**src/rtl/alu_seq_pkg.sv**
```systemverilog
// Shared types and constants for the ALU instruction sequencer family.
// Holds state encoding, opcode values, IR field positions and class enum.
package alu_seq_pkg;

    localparam int IR_WIDTH  = 32;
    localparam int OPC_WIDTH = 5;
    localparam int SEL_WIDTH = 4;

    localparam int OPC_LSB = 27;
    localparam int RA_LSB  = 23;
    localparam int RB_LSB  = 19;
    localparam int RC_LSB  = 15;

    localparam logic [OPC_WIDTH-1:0] OP_ADD = 5'b00011;
    localparam logic [OPC_WIDTH-1:0] OP_SUB = 5'b00100;
    localparam logic [OPC_WIDTH-1:0] OP_AND = 5'b00101;
    localparam logic [OPC_WIDTH-1:0] OP_OR  = 5'b00110;
    localparam logic [OPC_WIDTH-1:0] OP_MUL = 5'b01111;
    localparam logic [OPC_WIDTH-1:0] OP_DIV = 5'b10000;
    localparam logic [OPC_WIDTH-1:0] OP_NEG = 5'b10001;
    localparam logic [OPC_WIDTH-1:0] OP_NOT = 5'b10010;

    typedef enum logic [3:0] {
        S_IDLE = 4'd0,
        S_T0   = 4'd1,
        S_T1   = 4'd2,
        S_T2   = 4'd3,
        S_T3   = 4'd4,
        S_T4   = 4'd5,
        S_T5   = 4'd6,
        S_T6   = 4'd7,
        S_DONE = 4'd8,
        S_ERR  = 4'd9
    } state_e;

    typedef enum logic [1:0] {
        CLS_BIN,
        CLS_WIDE,
        CLS_UNARY,
        CLS_ILLEGAL
    } instr_cls_e;

    function automatic instr_cls_e opc_class(logic [OPC_WIDTH-1:0] opc);
        instr_cls_e c;
        case (opc)
            OP_ADD, OP_SUB, OP_AND, OP_OR: c = CLS_BIN;
            OP_MUL, OP_DIV:                c = CLS_WIDE;
            OP_NEG, OP_NOT:                c = CLS_UNARY;
            default:                       c = CLS_ILLEGAL;
        endcase
        return c;
    endfunction

endpackage

```
**src/rtl/alu_seq_decode.sv**
```systemverilog
// Combinational instruction field decoder: ir -> class, register selects, opcode.
// Shared with the other per-class sequencers.
module alu_seq_decode
    import alu_seq_pkg::*;
#(
    parameter int OPC_W = OPC_WIDTH,
    parameter int SEL_W = SEL_WIDTH
) (
    input  logic [IR_WIDTH-1:0] ir,
    output instr_cls_e          cls,
    output logic [SEL_W-1:0]    ra,
    output logic [SEL_W-1:0]    rb,
    output logic [SEL_W-1:0]    rc,
    output logic [OPC_W-1:0]    opcode
);

    // Low-order immediate bits belong to other instruction formats.
    logic unused_low;

    assign opcode = ir[OPC_LSB +: OPC_W];
    assign ra     = ir[RA_LSB +: SEL_W];
    assign rb     = ir[RB_LSB +: SEL_W];
    assign rc     = ir[RC_LSB +: SEL_W];
    assign cls    = opc_class(opcode);

    assign unused_low = ^ir[RC_LSB-1:0];

endmodule

```
**src/rtl/alu_instr_sequencer.sv**
```systemverilog
// Moore control unit sequencing fetch (T0-T2) and execute (T3-T6)
// of register-register ALU instructions on the phase-1 datapath.
module alu_instr_sequencer
    import alu_seq_pkg::*;
#(
    parameter int OPC_W        = 5,
    parameter int SEL_W        = 4,
    parameter int MEM_WAIT_MAX = 15
) (
    input  logic             clk,
    input  logic             clr,
    input  logic             start,
    input  logic [31:0]      ir,
    input  logic             mem_ready,
    output logic             pc_out,
    output logic             mar_in,
    output logic             inc_pc,
    output logic             mem_read,
    output logic             mdr_in,
    output logic             mdr_out,
    output logic             ir_in,
    output logic             y_in,
    output logic             z_in,
    output logic             zlo_out,
    output logic             zhi_out,
    output logic             hi_in,
    output logic             lo_in,
    output logic             reg_out_en,
    output logic [SEL_W-1:0] reg_out_sel,
    output logic             reg_in_en,
    output logic [SEL_W-1:0] reg_in_sel,
    output logic [OPC_W-1:0] alu_op,
    output logic             busy,
    output logic             done,
    output logic             err
);

    localparam int WAIT_W = $clog2(MEM_WAIT_MAX + 1);
    localparam logic [WAIT_W-1:0] WAIT_LAST = WAIT_W'(MEM_WAIT_MAX - 1);

    state_e            state_q, state_d;
    logic [WAIT_W-1:0] wait_q, wait_d;

    instr_cls_e        cls;
    logic [SEL_W-1:0]  ra, rb, rc;
    logic [OPC_W-1:0]  opc;

    alu_seq_decode #(
        .OPC_W (OPC_W),
        .SEL_W (SEL_W)
    ) u_decode (
        .ir     (ir),
        .cls    (cls),
        .ra     (ra),
        .rb     (rb),
        .rc     (rc),
        .opcode (opc)
    );

    always_comb begin
        state_d = state_q;
        wait_d  = wait_q;
        unique case (state_q)
            S_IDLE: if (start) state_d = S_T0;
            S_T0:   state_d = S_T1;
            S_T1: begin
                if (mem_ready) begin
                    state_d = S_T2;
                    wait_d  = '0;
                end else if (wait_q == WAIT_LAST) begin
                    state_d = S_ERR;
                    wait_d  = '0;
                end else begin
                    wait_d = wait_q + 1'b1;
                end
            end
            S_T2:   state_d = S_T3;
            S_T3:   state_d = (cls == CLS_ILLEGAL) ? S_ERR : S_T4;
            S_T4:   state_d = (cls == CLS_UNARY) ? S_DONE : S_T5;
            S_T5:   state_d = (cls == CLS_BIN) ? S_DONE : S_T6;
            S_T6:   state_d = S_DONE;
            S_DONE: state_d = S_IDLE;
            S_ERR:  state_d = S_IDLE;
            default: state_d = S_IDLE;
        endcase
    end

    always_ff @(posedge clk) begin
        if (!clr) begin
            state_q <= S_IDLE;
            wait_q  <= '0;
        end else begin
            state_q <= state_d;
            wait_q  <= wait_d;
        end
    end

    // Each state drives at most one bus source; selects read 0 when unused.
    always_comb begin
        pc_out      = 1'b0;
        mar_in      = 1'b0;
        inc_pc      = 1'b0;
        mem_read    = 1'b0;
        mdr_in      = 1'b0;
        mdr_out     = 1'b0;
        ir_in       = 1'b0;
        y_in        = 1'b0;
        z_in        = 1'b0;
        zlo_out     = 1'b0;
        zhi_out     = 1'b0;
        hi_in       = 1'b0;
        lo_in       = 1'b0;
        reg_out_en  = 1'b0;
        reg_out_sel = '0;
        reg_in_en   = 1'b0;
        reg_in_sel  = '0;
        alu_op      = '0;
        done        = 1'b0;
        err         = 1'b0;
        unique case (state_q)
            S_T0: begin
                pc_out = 1'b1;
                mar_in = 1'b1;
                inc_pc = 1'b1;
                z_in   = 1'b1;
            end
            S_T1: begin
                zlo_out  = 1'b1;
                mem_read = 1'b1;
                mdr_in   = 1'b1;
            end
            S_T2: begin
                mdr_out = 1'b1;
                ir_in   = 1'b1;
            end
            S_T3: begin
                unique case (cls)
                    CLS_BIN: begin
                        reg_out_en  = 1'b1;
                        reg_out_sel = rb;
                        y_in        = 1'b1;
                    end
                    CLS_WIDE: begin
                        reg_out_en  = 1'b1;
                        reg_out_sel = ra;
                        y_in        = 1'b1;
                    end
                    CLS_UNARY: begin
                        reg_out_en  = 1'b1;
                        reg_out_sel = rb;
                        alu_op      = opc;
                        z_in        = 1'b1;
                    end
                    default: ;
                endcase
            end
            S_T4: begin
                unique case (cls)
                    CLS_BIN: begin
                        reg_out_en  = 1'b1;
                        reg_out_sel = rc;
                        alu_op      = opc;
                        z_in        = 1'b1;
                    end
                    CLS_WIDE: begin
                        reg_out_en  = 1'b1;
                        reg_out_sel = rb;
                        alu_op      = opc;
                        z_in        = 1'b1;
                    end
                    CLS_UNARY: begin
                        zlo_out    = 1'b1;
                        reg_in_en  = 1'b1;
                        reg_in_sel = ra;
                    end
                    default: ;
                endcase
            end
            S_T5: begin
                unique case (cls)
                    CLS_BIN: begin
                        zlo_out    = 1'b1;
                        reg_in_en  = 1'b1;
                        reg_in_sel = ra;
                    end
                    CLS_WIDE: begin
                        zlo_out = 1'b1;
                        lo_in   = 1'b1;
                    end
                    default: ;
                endcase
            end
            S_T6: begin
                zhi_out = 1'b1;
                hi_in   = 1'b1;
            end
            S_DONE: done = 1'b1;
            S_ERR:  err  = 1'b1;
            default: ;
        endcase
    end

    assign busy = (state_q != S_IDLE);

endmodule

```
**config.mk**
```make
export PLATFORM = sky130hd
export DESIGN_NAME = alu_instr_sequencer
export DESIGN_NICKNAME = d
export VERILOG_FILES = /design/src/rtl/alu_seq_pkg.sv /design/src/rtl/alu_seq_decode.sv /design/src/rtl/alu_instr_sequencer.sv
export SDC_FILE = /design/constraint.sdc
export NUM_CORES = 1
export LEC_CHECK = 0
export CORE_MARGIN = 2
export CORE_UTILIZATION = 35
export DETAILED_ROUTE_END_ITERATION = 10
export PLACE_DENSITY = 0.81
export SLEW_MARGIN = 20
export SYNTH_ARGS = -nofsm -noshare
export SYNTH_HDL_FRONTEND = slang
export SYNTH_SLANG_ARGS = --single-unit
```
**constraint.sdc**
```tcl
create_clock -name clk -period 2.6 [get_ports clk]
set_input_delay 0.52 -clock clk [delete_from_list [all_inputs] [get_ports clk]]
set_output_delay 0.52 -clock clk [all_outputs]
set_load 0.05 [all_outputs]
```
Word level (Yosys, flattened, before mapping). Memories as Yosys holds them, arrays and structs flattened. Index checks and enable logic that the tools add are counted.

Mux-type cells: 35. Add/sub/neg operators: 1. Equal/unequal tests: 15. Reduce and logical (&&, ||, !) cells: 7.

Operators with widths (number): 4-bit 2-to-1 mux (10); 4-bit case mux with 2 select lines (4); 4-bit case mux with 8 select lines (1); 4-bit by 3-bit == test with 1-bit output (second input constant) (4); 1-bit 2-to-1 mux (13); 4-bit == test (second input constant) (3); 5-bit 2-to-1 mux (2); 5-bit case mux with 2 select lines (1); 4-bit by 2-bit == test with 1-bit output (second input constant) (2); 1-bit case mux with 3 select lines (2); 4-bit by 1-bit adder with 4-bit output (second input constant) (1); 2-bit == test (second input constant) (2); 4-bit by 1-bit == test with 1-bit output (second input constant) (1); 4-bit zero test (1); 1-bit case mux with 2 select lines (2); 4-bit nonzero test (1); 2-bit OR reduction (2); 3-bit inequality test (second input constant) (1); 3-bit OR reduction (1); 2-bit by 1-bit == test with 1-bit output (second input constant) (1); 2-bit zero test (1); 2-bit inequality test (second input constant) (1); 2-bit AND reduction (1).

Memory bits (read-only): 64. Register bits after elaboration: 8. Memories: 1. Output and inout bits: 31. Input port bits: 36.

Memory list: (no name shown) (words 32, bits a word 2, rd ports 1, clocked after Yosys merged registers in 0, write ports 0, RTL line alu_seq_pkg.sv:45) `case (opc)`.

Longest topological paths before layout. An unclocked memory read counts as a cell.

Depth in word-level cells: 5. Depth in mapped cells: 8. Gate-level depth less buffers: 8.

Modules after synthesis. From an unflattened synthesis, not the netlist that was laid out.

Cell total of the unflattened synthesis: 153. Area, all modules: 1107.3 um^2.

By module, submodules not included: alu_instr_sequencer (cells an instance 119, times used 1, seq. area each 160.2 um^2, area an instance 865.8 um^2); alu_seq_decode (cells an instance 34, times used 1, seq. area each 0.0 um^2, area an instance 241.5 um^2).

Least setup slack after synthesis. No wires, ideal clock.

Path type: in2out. Start: input ir[30]. End: output reg_out_sel[1]. Buffers on the path: 2. Cell stages on the path: 7. Arrival time: 2.756 ns. Path slack: -0.676 ns. Cells stage by stage: clkbuf_1 or2_1 or3_1 clkbuf_1 a21oi_1 a21oi_1 o21ai_0.

Longest elaborated chain between the ends: 5. Elaborated cells between the ends (all ways): 8. Those cells by class: eq/ne (2); mux (3); reduce/logical (2); memory (1).

RTL lines: start: declaration (RTL line alu_instr_sequencer.sv:13) `input logic [31:0] ir,`; memory 32 x 2 bit (*); 2-bit == test or 2-bit zero test (tied branches) (RTL line alu_instr_sequencer.sv:137, alu_instr_sequencer.sv:158); 2-bit OR reduction (no source line); 4-bit case mux with 2 select lines (RTL line alu_instr_sequencer.sv:137) `unique case (cls)`; 4-bit case mux with 2 select lines (*) (RTL line alu_instr_sequencer.sv:120) `unique case (state_q)`; end: declaration (RTL line alu_instr_sequencer.sv:29) `output logic [SEL_W-1:0] reg_out_sel,`.

Mark *: on every way between the ends. The rest lies on a longest branch, timed or not.

Worst setup path in the final report.
Start: input ir[28]. End: output reg_out_sel[0].

Same word-level chain as after synthesis.

==> flow_summary.yaml <==
status:
  status: "finished, violations left"
  violations: "negative setup slack"
clocking:
  cts_made_buffers: 3
  cts-htree-levels: 1
  cts_root_buf: "clkbuf_4"
  clockBufferDepth: 2
  insertion_delay_ns: 0.27
  cts_hold_buf: 0
  tritoncts: "done"
  clk_pin_slew_ns: 0.05
  cts_num_sinks: 8
timing:
  layout_setup_ws_ns: -0.178
  skew_ns: 0.0101
  slew_viol_final: 0
  hold_viol_final: 0
  fin_setup_tns_ns: -2.07
  fin_hold_ws_ns: 0.536
  rsz0062_at_grt: "yes"
  worst_slew_pin_slew_ns: 0.493
  finalCritPeriodShare: 1.07
  slew_headroom: 0.670
  min_period_ns: 2.78
  setup_viol: 15
  fmax_ghz: 0.360
worst_setup_path:
  crit_required_ns: 2.08
  critPathMaxFanout: 8
  critical_path_class: "input pin to output port"
  cp-startpoint: "ir[28]"
  r2r_setup_slack_ns: 0.32
  cp.arrival_ns: 2.26
  start_kind: "input pin"
  r2r-start: "state_q[0]"
  worst_setup_path_end_kind: "output port"
floorplan:
  initial_core_util: 0.378
  die_h_um: 56.2
  dieArea_um2: 3160
  num_io_pins: 67
  die_x_um: 56.2
  rows: 18
  core-area_um2: 2520
logic_synthesis:
  synthDistinctLibCells: 44
  syn_inst: 137
  synthArstFlopShare: 0
  syn_area_um2: 953
  seq_area_frac_synth: 0.168
  syn_avg_cell_area_um2: 6.96
  ys.warnings.count: 0
  synthFlopType: "dfxtp_1"
  synth_edf_count: 0
  ys_ff_latch: 8
  synth_nets: 178
  synth_top_area_frac: 0.168
  yosys-top-cells-area: "dfxtp_1 (17%), and2_1 (7.9%), ha_1 (6.6%)"
  synth_largest_area_cell: "dfxtp_1"
global_route:
  grt_pass1_vias: 1490
  antenna_found_initial: 0
  gr-total-overflow: 0
  grt_max_degree: 14
  grt_pass1_wl_mm: 7.28
  grt_usage: 0.295
pwr:
  totalPowerFinal_w: 0.000748
  ir_drop_mv: 0.361
  p_leak_nw: 0.885
  power_density_nw_per_um2: 347
cells_and_area:
  num_antenna_cells: 0
  area_growth_pct: 126
  nets: 254
  drive_gt1_frac: 0.536
  fin_area_um2: 2160
  fill_cells: 117
drt:
  highest_layer: "met4"
  wl_met2_mm: 2.79
  drtIter0Drc: 104
  wl_mm: 5.22
  drtAntennaViolNets: 0
  drcViolationCount: 0
  met1_length_mm: 1.84
  vias_per_cell: 6.28
  dr_wl_met3_um: 408
  first_pass_iters: 4
  via_count: 1513
  avgRoutedWirePerCell_um: 21.6
placed_design:
  placed_cell_area_um2: 1830
  dp_hpwl_mm: 2.80
  finalWeightedCongestion: 0.824
  io_buffer_count: 51
min_path:
  hold_path.startpoint: "wait_q[2]"
  hold_class: "flip-flop to flip-flop"
run:
  max-cap-violations: 0
-- Yosys cell counts, types with 4 or more instances --
| master | n |
|---|---|
| ha_1 | 5 |
| o21ai_0 | 6 |
| nand2b_1 | 4 |
| and2_1 | 12 |
| nand2_1 | 12 |
| clkbuf_1 | 6 |
| inv_1 | 9 |
| a21oi_1 | 9 |
| dfxtp_1 | 8 |
| buf_4 | 5 |
| nor2_1 | 11 |
| nor3_1 | 5 |
-- final timing paths --
path	endpoint	cells after the start
setup / recovery	reg_out_sel[0]	9
hold / removal	wait_q[2]	2
setup reg to reg	wait_q[2]	5
hold reg to reg	wait_q[2]	2
-- stage by stage --
step	setup WS (ns)	cells	util
2_1_floorplan	-0.291	137	-
4_1_cts	-0.110	236	0.796
3_5_place_dp	-0.624	231	0.727
5_1_grt	-0.236	241	0.855
6_report	-0.178	241	0.855
3_3_place_gp	-0.546	231	0.727
-- final cells by class --
type / count / area [µm²] / share of cell area
multi-input cells: 109 / 933 / 0.433
clock buffers: 3 / 22.5 / 0.0104
flip-flops and latches: 8 / 161 / 0.0749
inverters: 9 / 36.3 / 0.0168
well taps: 30 / 37.5 / 0.0174
repair buffers: 82 / 965 / 0.447
-- kinds of logic (layout without fill, tap and decap cells) --
family / after synthesis / after routing / share of synthesized area
AND/OR/NAND/NOR: 64 / 64 / 0.371
flip-flops: 8 / 8 / 0.168
adder cells (fa/ha/maj): 5 / 5 / 0.0656
AO/OA/AOI/OAI: 40 / 40 / 0.297
buffers and inverters: 20 / 94 / 0.0984
-- routing by layer --
layer	up-vias	track usage
met5	-	0
met1	723	0.318
met2	110	0.523
met3	28	0.0744
met4	0	0.156
li1	652	-
-- registers in the layout, indices dropped and copies added (netlist names) --
register  cells
wait_q        4
state_q       4
-- power breakdown --
group	total (W)	internal [W]	switching, W
Combinational	0.000483	0.000191	0.000292
Sequential	0.000164	0.000134	0.0000299
Clock	0.000102	0.0000532	0.0000483
-- what timing repair did --
item / in CTS / in global routing
resized for setup: 55 / 24
pin swaps: 15 / 9
setup buffers: 2 / 6
endpoints found under the setup margin: 19 / 18
-- worst max-delay path, cell delays in order --
cell       delay, ns
buf_12          0.11
ha_4            0.15
and2_4          0.14
or3_4           0.41
a211oi_2        0.26
buf_4           0.17
nand2_1         0.06
o211ai_1        0.18
clkbuf_16       0.24
-- cells in the final DEF (no fill, tap or decap), drive strengths merged, types with 4 or more instances in the layout --
cell type	instances
buf	63
clkdlybuf4s50	18
nand2	12
nor3	5
o21ai	7
a21oi	9
nor2	11
and2	12
inv	9
ha	5
clkbuf	4
nand2b	4
dfxtp	8
No activity file was read; power rests on OpenSTA's default activity.
